**src/rtl/bridge_pkg.sv**
```systemverilog
// Shared definitions for the SRAM-like to AXI3 data-side bridge:
// FSM state encoding, AXI constants and the latched request record.
package bridge_pkg;

  typedef enum logic [2:0] {
    ST_IDLE    = 3'd0,
    ST_RD_ADDR = 3'd1,
    ST_RD_DATA = 3'd2,
    ST_WR_REQ  = 3'd3,
    ST_WR_RESP = 3'd4
  } bridge_state_e;

  localparam logic [1:0] BURST_INCR = 2'b01;
  localparam logic [3:0] LEN_SINGLE = 4'd0;
  localparam logic [2:0] SIZE_BYTE  = 3'b000;
  localparam logic [2:0] SIZE_HALF  = 3'b001;
  localparam logic [2:0] SIZE_WORD  = 3'b010;

  // Request fields held for the whole AXI transaction.
  typedef struct packed {
    logic [31:0] addr;
    logic [31:0] wdata;
    logic [2:0]  axsize;
    logic [3:0]  wstrb;
  } req_t;

  // SRAM size code to AXI size code; the reserved code 3 behaves as a word.
  function automatic logic [2:0] axsize_of(input logic [1:0] size);
    axsize_of = (size == 2'd3) ? SIZE_WORD : {1'b0, size};
  endfunction

endpackage

```
**src/rtl/sram_axi_bridge_if.sv**
```systemverilog
// Bundle of the CPU-side SRAM-like request port and the AXI3 master port.
// modport master: the bridge (responds to the CPU, masters the AXI bus).
// modport slave : the surrounding environment (CPU pipeline + interconnect).
// Handshakes: a transfer happens on a rising clk edge where both valid and
// ready are high; a valid, once raised, stays high with stable payload until
// its transfer. On the CPU side addr_ok is the ready for req and data_ok is a
// one-cycle completion pulse with no back-pressure.
interface sram_axi_bridge_if;

  // CPU side
  logic        req;
  logic        wr;
  logic [1:0]  size;
  logic [31:0] addr;
  logic [31:0] wdata;
  logic        addr_ok;
  logic        data_ok;
  logic [31:0] rdata;

  // AXI read address / data
  logic [3:0]  arid;
  logic [31:0] araddr;
  logic [3:0]  arlen;
  logic [2:0]  arsize;
  logic [1:0]  arburst;
  logic        arvalid;
  logic        arready;
  logic [31:0] rdata_axi;
  logic        rvalid;
  logic        rlast;
  logic        rready;

  // AXI write address / data / response
  logic [3:0]  awid;
  logic [31:0] awaddr;
  logic [3:0]  awlen;
  logic [2:0]  awsize;
  logic [1:0]  awburst;
  logic        awvalid;
  logic        awready;
  logic [3:0]  wid;
  logic [31:0] wdata_axi;
  logic [3:0]  wstrb;
  logic        wlast;
  logic        wvalid;
  logic        wready;
  logic        bvalid;
  logic        bready;

  modport master (
    input  req, wr, size, addr, wdata,
    output addr_ok, data_ok, rdata,
    output arid, araddr, arlen, arsize, arburst, arvalid,
    input  arready,
    input  rdata_axi, rvalid, rlast,
    output rready,
    output awid, awaddr, awlen, awsize, awburst, awvalid,
    input  awready,
    output wid, wdata_axi, wstrb, wlast, wvalid,
    input  wready,
    input  bvalid,
    output bready
  );

  modport slave (
    output req, wr, size, addr, wdata,
    input  addr_ok, data_ok, rdata,
    input  arid, araddr, arlen, arsize, arburst, arvalid,
    output arready,
    output rdata_axi, rvalid, rlast,
    input  rready,
    input  awid, awaddr, awlen, awsize, awburst, awvalid,
    output awready,
    input  wid, wdata_axi, wstrb, wlast, wvalid,
    output wready,
    output bvalid,
    input  bready
  );

endinterface

```
**src/rtl/wstrb_gen.sv**
```systemverilog
// Byte-lane write strobe from transfer size and low address bits.
module wstrb_gen (
  input  logic [1:0] size,
  input  logic [1:0] addr_lo,
  output logic [3:0] wstrb
);

  // Byte: one lane at addr[1:0]; halfword: lane pair at addr[1]; else all lanes.
  always_comb begin
    wstrb = 4'b1111;
    case (size)
      2'd0:    wstrb = 4'b0001 << addr_lo;
      2'd1:    wstrb = 4'b0011 << {addr_lo[1], 1'b0};
      default: wstrb = 4'b1111;
    endcase
  end

endmodule

```
**src/rtl/sram_axi_bridge.sv**
```systemverilog
// SRAM-like to single-beat AXI3 bridge, one transaction outstanding.
// Optional macro BRIDGE_RDATA_BUF_EN: register read data so data_ok/rdata
// for reads come from flops one cycle after the R handshake. Undefined,
// read completion is combinational from rvalid.
module sram_axi_bridge
  import bridge_pkg::*;
#(
  parameter logic [3:0] BRIDGE_ID = 4'd1
) (
  input  logic          clk,
  input  logic          rst,
  sram_axi_bridge_if.master bus,
  output bridge_state_e dbg_state
);

  bridge_state_e state_q, state_d;
  req_t          req_q, req_d;
  logic          arvalid_q, arvalid_d;
  logic          rready_q, rready_d;
  logic          awvalid_q, awvalid_d;
  logic          wvalid_q, wvalid_d;
  logic          bready_q, bready_d;
  logic          aw_done_q, aw_done_d;
  logic          w_done_q, w_done_d;
  logic [3:0]    wstrb_in;
  logic          rd_hs;
  logic          b_hs;
  logic          unused_rlast;

  wstrb_gen u_wstrb_gen (
    .size    (bus.size),
    .addr_lo (bus.addr[1:0]),
    .wstrb   (wstrb_in)
  );

  assign rd_hs        = (state_q == ST_RD_DATA) & bus.rvalid;
  assign b_hs         = (state_q == ST_WR_RESP) & bus.bvalid;
  assign unused_rlast = bus.rlast;

  // Next-state and registered-output logic for the transaction FSM.
  always_comb begin
    state_d   = state_q;
    req_d     = req_q;
    arvalid_d = arvalid_q;
    rready_d  = rready_q;
    awvalid_d = awvalid_q;
    wvalid_d  = wvalid_q;
    bready_d  = bready_q;
    aw_done_d = aw_done_q;
    w_done_d  = w_done_q;
    case (state_q)
      ST_IDLE: begin
        if (bus.req) begin
          req_d = '{addr:   bus.addr,
                    wdata:  bus.wdata,
                    axsize: axsize_of(bus.size),
                    wstrb:  wstrb_in};
          if (bus.wr) begin
            state_d   = ST_WR_REQ;
            awvalid_d = 1'b1;
            wvalid_d  = 1'b1;
            aw_done_d = 1'b0;
            w_done_d  = 1'b0;
          end else begin
            state_d   = ST_RD_ADDR;
            arvalid_d = 1'b1;
          end
        end
      end
      ST_RD_ADDR: begin
        if (bus.arready) begin
          arvalid_d = 1'b0;
          rready_d  = 1'b1;
          state_d   = ST_RD_DATA;
        end
      end
      ST_RD_DATA: begin
        if (bus.rvalid) begin
          rready_d = 1'b0;
          state_d  = ST_IDLE;
        end
      end
      ST_WR_REQ: begin
        // AW and W complete independently; leave once both have transferred.
        if (awvalid_q && bus.awready) begin
          awvalid_d = 1'b0;
          aw_done_d = 1'b1;
        end
        if (wvalid_q && bus.wready) begin
          wvalid_d = 1'b0;
          w_done_d = 1'b1;
        end
        if (aw_done_d && w_done_d) begin
          state_d   = ST_WR_RESP;
          bready_d  = 1'b1;
          aw_done_d = 1'b0;
          w_done_d  = 1'b0;
        end
      end
      ST_WR_RESP: begin
        if (bus.bvalid) begin
          bready_d = 1'b0;
          state_d  = ST_IDLE;
        end
      end
      default: begin
        state_d   = ST_IDLE;
        arvalid_d = 1'b0;
        rready_d  = 1'b0;
        awvalid_d = 1'b0;
        wvalid_d  = 1'b0;
        bready_d  = 1'b0;
        aw_done_d = 1'b0;
        w_done_d  = 1'b0;
      end
    endcase
  end

  // FSM state, latched request and AXI valid/ready flops.
  always_ff @(posedge clk) begin
    if (rst) begin
      state_q   <= ST_IDLE;
      req_q     <= '0;
      arvalid_q <= 1'b0;
      rready_q  <= 1'b0;
      awvalid_q <= 1'b0;
      wvalid_q  <= 1'b0;
      bready_q  <= 1'b0;
      aw_done_q <= 1'b0;
      w_done_q  <= 1'b0;
    end else begin
      state_q   <= state_d;
      req_q     <= req_d;
      arvalid_q <= arvalid_d;
      rready_q  <= rready_d;
      awvalid_q <= awvalid_d;
      wvalid_q  <= wvalid_d;
      bready_q  <= bready_d;
      aw_done_q <= aw_done_d;
      w_done_q  <= w_done_d;
    end
  end

`ifdef BRIDGE_RDATA_BUF_EN
  logic        rd_ok_q, rd_ok_d;
  logic [31:0] rbuf_q, rbuf_d;

  // Capture read data on the R handshake for a registered completion.
  always_comb begin
    rd_ok_d = rd_hs;
    rbuf_d  = rd_hs ? bus.rdata_axi : rbuf_q;
  end

  // Read completion flops; FSM is already back in IDLE when these fire.
  always_ff @(posedge clk) begin
    if (rst) begin
      rd_ok_q <= 1'b0;
      rbuf_q  <= '0;
    end else begin
      rd_ok_q <= rd_ok_d;
      rbuf_q  <= rbuf_d;
    end
  end

  assign bus.data_ok = rd_ok_q | b_hs;
  assign bus.rdata   = rbuf_q;
`else
  // Read data flows straight through while the R beat is presented.
  assign bus.data_ok = rd_hs | b_hs;
  assign bus.rdata   = (state_q == ST_RD_DATA) ? bus.rdata_axi : 32'd0;
`endif

  assign bus.addr_ok   = bus.req & (state_q == ST_IDLE);

  assign bus.arid      = BRIDGE_ID;
  assign bus.araddr    = req_q.addr;
  assign bus.arlen     = LEN_SINGLE;
  assign bus.arsize    = req_q.axsize;
  assign bus.arburst   = BURST_INCR;
  assign bus.arvalid   = arvalid_q;
  assign bus.rready    = rready_q;

  assign bus.awid      = BRIDGE_ID;
  assign bus.awaddr    = req_q.addr;
  assign bus.awlen     = LEN_SINGLE;
  assign bus.awsize    = req_q.axsize;
  assign bus.awburst   = BURST_INCR;
  assign bus.awvalid   = awvalid_q;
  assign bus.wid       = BRIDGE_ID;
  assign bus.wdata_axi = req_q.wdata;
  assign bus.wstrb     = req_q.wstrb;
  assign bus.wlast     = 1'b1;
  assign bus.wvalid    = wvalid_q;
  assign bus.bready    = bready_q;

  assign dbg_state     = state_q;

endmodule

```
**src/flat_wrapper.sv**
```systemverilog
// flat-port wrapper written by rule: the top's interface ports become plain ports
module sram_axi_bridge_flat import bridge_pkg::*;
#(
  parameter logic [3:0] BRIDGE_ID = 4'd1
)
  (clk, rst, dbg_state, bus_req, bus_wr, bus_size, bus_addr, bus_wdata, bus_addr_ok, bus_data_ok, bus_rdata, bus_arid, bus_araddr, bus_arlen, bus_arsize, bus_arburst, bus_arvalid, bus_arready, bus_rdata_axi, bus_rvalid, bus_rlast, bus_rready, bus_awid, bus_awaddr, bus_awlen, bus_awsize, bus_awburst, bus_awvalid, bus_awready, bus_wid, bus_wdata_axi, bus_wstrb, bus_wlast, bus_wvalid, bus_wready, bus_bvalid, bus_bready);
  sram_axi_bridge_if bus_i ();
  input  logic clk;
  input  logic rst;
  output bridge_state_e dbg_state;
  input wire logic [$bits(bus_i.req)-1:0] bus_req;
  input wire logic [$bits(bus_i.wr)-1:0] bus_wr;
  input wire logic [$bits(bus_i.size)-1:0] bus_size;
  input wire logic [$bits(bus_i.addr)-1:0] bus_addr;
  input wire logic [$bits(bus_i.wdata)-1:0] bus_wdata;
  output wire logic [$bits(bus_i.addr_ok)-1:0] bus_addr_ok;
  output wire logic [$bits(bus_i.data_ok)-1:0] bus_data_ok;
  output wire logic [$bits(bus_i.rdata)-1:0] bus_rdata;
  output wire logic [$bits(bus_i.arid)-1:0] bus_arid;
  output wire logic [$bits(bus_i.araddr)-1:0] bus_araddr;
  output wire logic [$bits(bus_i.arlen)-1:0] bus_arlen;
  output wire logic [$bits(bus_i.arsize)-1:0] bus_arsize;
  output wire logic [$bits(bus_i.arburst)-1:0] bus_arburst;
  output wire logic [$bits(bus_i.arvalid)-1:0] bus_arvalid;
  input wire logic [$bits(bus_i.arready)-1:0] bus_arready;
  input wire logic [$bits(bus_i.rdata_axi)-1:0] bus_rdata_axi;
  input wire logic [$bits(bus_i.rvalid)-1:0] bus_rvalid;
  input wire logic [$bits(bus_i.rlast)-1:0] bus_rlast;
  output wire logic [$bits(bus_i.rready)-1:0] bus_rready;
  output wire logic [$bits(bus_i.awid)-1:0] bus_awid;
  output wire logic [$bits(bus_i.awaddr)-1:0] bus_awaddr;
  output wire logic [$bits(bus_i.awlen)-1:0] bus_awlen;
  output wire logic [$bits(bus_i.awsize)-1:0] bus_awsize;
  output wire logic [$bits(bus_i.awburst)-1:0] bus_awburst;
  output wire logic [$bits(bus_i.awvalid)-1:0] bus_awvalid;
  input wire logic [$bits(bus_i.awready)-1:0] bus_awready;
  output wire logic [$bits(bus_i.wid)-1:0] bus_wid;
  output wire logic [$bits(bus_i.wdata_axi)-1:0] bus_wdata_axi;
  output wire logic [$bits(bus_i.wstrb)-1:0] bus_wstrb;
  output wire logic [$bits(bus_i.wlast)-1:0] bus_wlast;
  output wire logic [$bits(bus_i.wvalid)-1:0] bus_wvalid;
  input wire logic [$bits(bus_i.wready)-1:0] bus_wready;
  input wire logic [$bits(bus_i.bvalid)-1:0] bus_bvalid;
  output wire logic [$bits(bus_i.bready)-1:0] bus_bready;
  assign bus_i.req = bus_req;
  assign bus_i.wr = bus_wr;
  assign bus_i.size = bus_size;
  assign bus_i.addr = bus_addr;
  assign bus_i.wdata = bus_wdata;
  assign bus_addr_ok = bus_i.addr_ok;
  assign bus_data_ok = bus_i.data_ok;
  assign bus_rdata = bus_i.rdata;
  assign bus_arid = bus_i.arid;
  assign bus_araddr = bus_i.araddr;
  assign bus_arlen = bus_i.arlen;
  assign bus_arsize = bus_i.arsize;
  assign bus_arburst = bus_i.arburst;
  assign bus_arvalid = bus_i.arvalid;
  assign bus_i.arready = bus_arready;
  assign bus_i.rdata_axi = bus_rdata_axi;
  assign bus_i.rvalid = bus_rvalid;
  assign bus_i.rlast = bus_rlast;
  assign bus_rready = bus_i.rready;
  assign bus_awid = bus_i.awid;
  assign bus_awaddr = bus_i.awaddr;
  assign bus_awlen = bus_i.awlen;
  assign bus_awsize = bus_i.awsize;
  assign bus_awburst = bus_i.awburst;
  assign bus_awvalid = bus_i.awvalid;
  assign bus_i.awready = bus_awready;
  assign bus_wid = bus_i.wid;
  assign bus_wdata_axi = bus_i.wdata_axi;
  assign bus_wstrb = bus_i.wstrb;
  assign bus_wlast = bus_i.wlast;
  assign bus_wvalid = bus_i.wvalid;
  assign bus_i.wready = bus_wready;
  assign bus_i.bvalid = bus_bvalid;
  assign bus_bready = bus_i.bready;
  sram_axi_bridge #(.BRIDGE_ID(BRIDGE_ID)) u_core (.clk(clk), .rst(rst), .bus(bus_i), .dbg_state(dbg_state));
endmodule
```
**config.mk**
```make
export PLATFORM = sky130hd
export DESIGN_NAME = sram_axi_bridge_flat
export DESIGN_NICKNAME = d
export VERILOG_FILES = /design/src/rtl/bridge_pkg.sv /design/src/rtl/sram_axi_bridge_if.sv /design/src/rtl/wstrb_gen.sv /design/src/rtl/sram_axi_bridge.sv /design/src/flat_wrapper.sv
export SDC_FILE = /design/constraint.sdc
export NUM_CORES = 1
export LEC_CHECK = 0
export BUFFER_PORTS_ARGS = -buffer_cell sky130_fd_sc_hd__buf_4
export CORE_AREA = 2 2 108 110
export CTS_BUF_LIST = sky130_fd_sc_hd__clkbuf_16
export CTS_CLUSTER_DIAMETER = 100
export DETAILED_ROUTE_END_ITERATION = 7
export DIE_AREA = 0 0 110 112
export MAX_ROUTING_LAYER = met4
export PLACE_DENSITY = 0.81
export SLEW_MARGIN = 20
export SYNTH_ARGS = -nofsm -noshare
export SYNTH_HDL_FRONTEND = slang
export SYNTH_SLANG_ARGS = --single-unit
```
**constraint.sdc**
```tcl
create_clock -name clk -period 1.6 [get_ports clk]
set_input_delay 0.4 -clock clk [delete_from_list [all_inputs] [get_ports clk]]
set_output_delay 0.4 -clock clk [all_outputs]
set_load 0.005 [all_outputs]
```
# Word-level counts from Yosys, hierarchy flattened
# Cells that the tools add are included.
# word_totals
input_bits	108
n_memories	0
mem_bits_rw	0
rom_bits	0
output_inout_bits	173
latch_bits	0
word_cells	90
ff_bits	81
# op_classes
bitwise	8
reduce_logical	17
n_eq_ne	15
mul	0
muxes	36
n_shift	2
addsub	0
order_cmp	0
div_mod_pow	0
# ops
op	n
$mux 32	1
$pmux 1 s3	7
$mux 1	19
$mux 3	5
$pmux 3 s5	1
$ne 2x2->1 const B	6
$reduce_and 4->1	3
$reduce_or 3->1	4
$reduce_and 3->1	3
$pmux 4 s2	1
$eq 3x2->1 const B	2
$ne 2x1->1 const B	3
$reduce_and 5->1	1
$mux 2	2
$not 1->1	4
$shl 1x2->4 const A	1
$shl 2x2->4 const A	1
$and 1x1->1	3
$eq 3x1->1 const B	1
$eq 3x3->1 const B	1
$logic_and 1x1->1	3
$logic_not 3->1	1
$eq 2x1->1 const B	1
$eq 2x2->1 const B	1
other kinds (3)	3

# Logic depth before layout (Yosys ltp)
# depth
ltp_word	6
depth_mapped	7

# Modules after synthesis
# From an unflattened synthesis, not the netlist that was laid out.
# unflattened
cells_unflattened	481
hier_area_um2	3703.6
# modules_own_cells
module	instances	seq_area_each_um2	cells_each	area_per_inst_um2
sram_axi_bridge	1	1601.5	474	3652.3
wstrb_gen	1	0.0	7	51.3

# Worst setup path after synthesis
# Ideal clock, no wire load.
# synth_path
path_type	reg-to-output
from	register u_core.state_q[0] (netlist: u_core.dbg_state[0])
to	output bus_rdata[0]
stages_incl_launch_ff	6
t_arrival_ns	1.272
path_slack_ns	-0.072
cell_sequence	dfxtp_1 -> buf_2 -> buf_2 -> nor3_1 -> clkbuf_1 -> and2_1
# synth_between
elab_chain_len	2
# synth_rtl
item	line_no	source
from (decl)	sram_axi_bridge.sv:16	bridge_state_e state_q, state_d;
from (signal assigned)	sram_axi_bridge.sv:132	state_q <= state_d;
$eq 3x2->1	sram_axi_bridge.sv:170	assign bus.rdata = (state_q == ST_RD_DATA) ? bus.rdata_axi : 32'd0;
$mux 32	sram_axi_bridge.sv:170	
to (decl)	flat_wrapper.sv:18	output wire logic [$bits(bus_i.rdata)-1:0] bus_rdata;
# Every way passes these cells.

# Worst setup path after layout
# layout_path
from	register u_core.state_q[1] (netlist: u_core.dbg_state[1])
to	output bus_rdata[27]
# The elaborated chain is that of the path after synthesis.

==> out/metrics.cfg <==
[floorplan]
die_h_um = 112
core-area_sq_mm = 0.01117
initial_core_util_pct = 32.96
ios = 281
die_area_sq_mm = 0.01232
dieWidth_um = 110
rows = 39

[min_path]
hp-class = in -> reg
hold_depth = 3

[cells_and_area]
drive_above_1_share_pct = 45.47
diodes = 0
fin_cells = 849
area_growth_pct = 62.94
mostFrequentLayoutCell = buf_4
nets = 809
finalInstanceArea_sq_mm = 0.006002
mostFrequentLayoutCells = 260 x buf_4, 138 x nand2_1, 77 x dfxtp_1, 69 x a21oi_1, 27 x conb_1
fin_util_pct = 53.71

[power]
power_density_mw_per_mm2 = 1429
switching_power_mw = 2.838
power.internal_mw = 5.737
swShare_pct = 33.09
comb_power_share_pct = 45.6
p_seq_share_pct = 31.1
p_leak_nw = 2.887
peakVddDrop_v = 0.0008377
p_clk_share_pct = 23.3

[clock_tree]
cts_tree = built
cts_buffers = 9
ctsHoldBuffers = 0
clk_path_buf_depth = 2
cts_max_level = 3
clkSinkCount = 80
cts.clk_slew.worst_paths_ps = 60
clock_latency_ps = 340
cts_root_buf = clkbuf_16

[placed_design]
dp_hpwl_um = 8154
finalWeightedCongestion = 0.7937
numPortBuffers = 252
post-place-cells = 820
place_area_sq_mm = 0.005414

[timing]
max_slew_margin_pct = 64.72
final.min_clock_period_ps = 1769
drv_slew = 0
worst_slew_pin_slew_ps = 529.2
timing.final.ws_setup_ps = -168.5
finalSetupViolCount = 34
rsz0062_at_grt = yes
max_freq_mhz = 565.4
skew_ps = 7.742
hold_viol = 0
min_period_over_period_pct = 110.5

[critical_path]
timing.rr.end = u_core.dbg_state[1]
cp_top_family = simple AND/OR/NAND/NOR gates
cp_max_fo = 16
cp-end-kind = output port
reg2reg_slack_ps = 30
arrival_ps = 1370
cp-endpoint = bus_rdata[27]
reg2reg_from = u_core.dbg_state[0]
crit_path_start_kind = flop
cp.depth = 5
crit_path_start = u_core.dbg_state[1]
crit_chain = inv_2 -> nor3_4 -> buf_6 -> and2_1 -> buf_4
rr_worst_depth = 5
slowest_stage = dfxtp_2
cp.required_ps = 1200
cp_slowest_stage_delay_ps = 330
critical_path_class = reg -> out
worstPathBufferInverterCount = 3

[drt]
totalWireLength_um = 11640
num_vias = 3869
avgRoutedWirePerCell_um = 13.71
first_pass_iters = 4
drcViolationCount = 0
ant_nets = 0
vias_per_cell = 4.557
drt_iter0_drc = 178

[global_route]
antenna_found_initial = 0
grt_pass1_wl_um = 16440
grt_pass1_vias = 3460
grt_max_degree = 51
grt_overflow = 0
grt_util_all_layers_pct = 17.58

[synth]
synth_seq_area_share_pct = 43.48
syn_area_sq_mm = 0.003684
yosysWarnings = 0
synth-seq-cells = 80
syn_area_per_cell_sq_um = 7.739
synth_cells = 476
ys_types = 41

[flow_run]
maxCapViolations = 0

[status]
outcome = complete, but fails checks
failed_checks = setup timing

## stage by stage
stage / hold WS, ps / power (mW) / setup TNS [ps] / setup WS (ps)
3_3_place_gp: 442.8 / 6.001 / 0 / 97.99
3_5_place_dp: 446.9 / 6.056 / 0 / 60.12
4_1_cts: 297.3 / 8.313 / -6472 / -207.4
5_1_grt: 303.2 / 9.128 / -7478 / -238.1
6_report: 306.2 / 8.575 / -5051 / -168.5
2_1_floorplan: 452.7 / 4.446 / 0 / 27.47
## cell families after synthesis
logic type,after synthesis,share of synthesized area (%)
flip-flops,80,43.48
AO/OA/AOI/OAI,94,14.50
buffers and inverters,97,16.61
adder cells (fa/ha/maj),1,0.2717
AND/OR/NAND/NOR,201,24.66
other,2,0.2039
multiplexers,1,0.2717
## per-layer routing
layer  up-vias  track usage [%]  part of all wire [%]
met5         -                -                     0
met4         0            7.342                   1.8
met3        16            3.162                   8.4
met2       189            33.42                    55
met1      1751            16.87                    35
li1       1913                -                     -
## flip-flops by register name (all words and copies together), names as in the netlist, 2 cells and up
signal,flops
u_core.bus.araddr,32
u_core.bus.wdata_axi,32
u_core.dbg_state,3
u_core.bus.wstrb,4
u_core.bus.arsize,2
## cell type report
cell class                      count  area, sq um
Timing Repair Buffer              280         2251
Sequential cell                    80         1610
Clock inverter                      7        63.81
Clock buffer                        9        225.2
Inverter                            6        25.02
Fill cell                        1055         5172
Tap cell                          143        178.9
Multi-Input combinational cell    324         1648
## worst min-delay path, stage by stage
cell,delay [ps]
buf_4,110
nand2_1,40
a21oi_1,50
## cell usage after synthesis
library cell / number / share of area (%)
or4_1: 1 / 0.20
and4bb_1: 1 / 0.34
a21o_4: 1 / 0.41
nand3_2: 1 / 0.27
buf_4: 61 / 12
buf_6: 1 / 0.31
a2bb2oi_2: 1 / 0.41
o211ai_1: 2 / 0.41
nand3_1: 1 / 0.14
a21oi_1: 71 / 9.6
clkbuf_1: 20 / 2.0
o211a_1: 1 / 0.27
a31o_2: 2 / 0.48
a31oi_1: 5 / 0.85
o21ai_0: 3 / 0.41
o22ai_1: 2 / 0.34
nor3_1: 8 / 1.1
inv_2: 1 / 0.10
nand2_1: 138 / 14
mux2i_1: 1 / 0.27
and3_1: 1 / 0.17
dfxtp_1: 80 / 43
nand3b_1: 2 / 0.41
nor2_2: 1 / 0.17
a311oi_1: 1 / 0.24
a21o_1: 1 / 0.20
a211oi_1: 3 / 0.61
and2_1: 32 / 5.4
a211o_1: 1 / 0.24
nor2b_1: 2 / 0.34
nor2_1: 7 / 0.71
inv_1: 5 / 0.51
buf_2: 9 / 1.2
nand2b_1: 1 / 0.17
or4b_4: 1 / 0.37
maj3_1: 1 / 0.27
nor4b_1: 1 / 0.24
conb_1: 2 / 0.20
or3_1: 1 / 0.17
nor3b_1: 1 / 0.20
or2_2: 1 / 0.17
## how the worst min path moves through the flow
| stage | from | endpoint | slack, ps |
|---|---|---|---|
| CTS | bus_wdata[22] | u_core.bus.wdata_axi[22] | 300 |
| floorplan | u_core.bus.wdata_axi[0] | u_core.bus.wdata_axi[0] | 450 |
| finish | bus_addr[2] | u_core.bus.araddr[2] | 310 |
| detailed placement | u_core.bus.wdata_axi[8] | u_core.bus.wdata_axi[8] | 450 |
| global placement | u_core.bus.wdata_axi[29] | u_core.bus.wdata_axi[29] | 440 |
| global route | bus_addr[10] | u_core.bus.araddr[10] | 300 |
## power groups by stage
stage / Clock, mW / Sequential [mW] / Combinational, mW
2_1_floorplan: 0 / 2.70 / 1.74
3_3_place_gp: 0 / 2.68 / 3.32
3_5_place_dp: 0 / 2.70 / 3.35
4_1_cts: 2.06 / 2.67 / 3.59
5_1_grt: 2.13 / 2.72 / 4.28
6_report: 2.00 / 2.67 / 3.91
## repair_timing
action / in CTS / in global routing
gates cloned: 1 / 3
pin swaps: 3 / 10
setup endpoints to repair: 34 / 51
setup buffers: 9 / 2
resized for setup: 12 / 33
(Power assumes the default switching activity.)
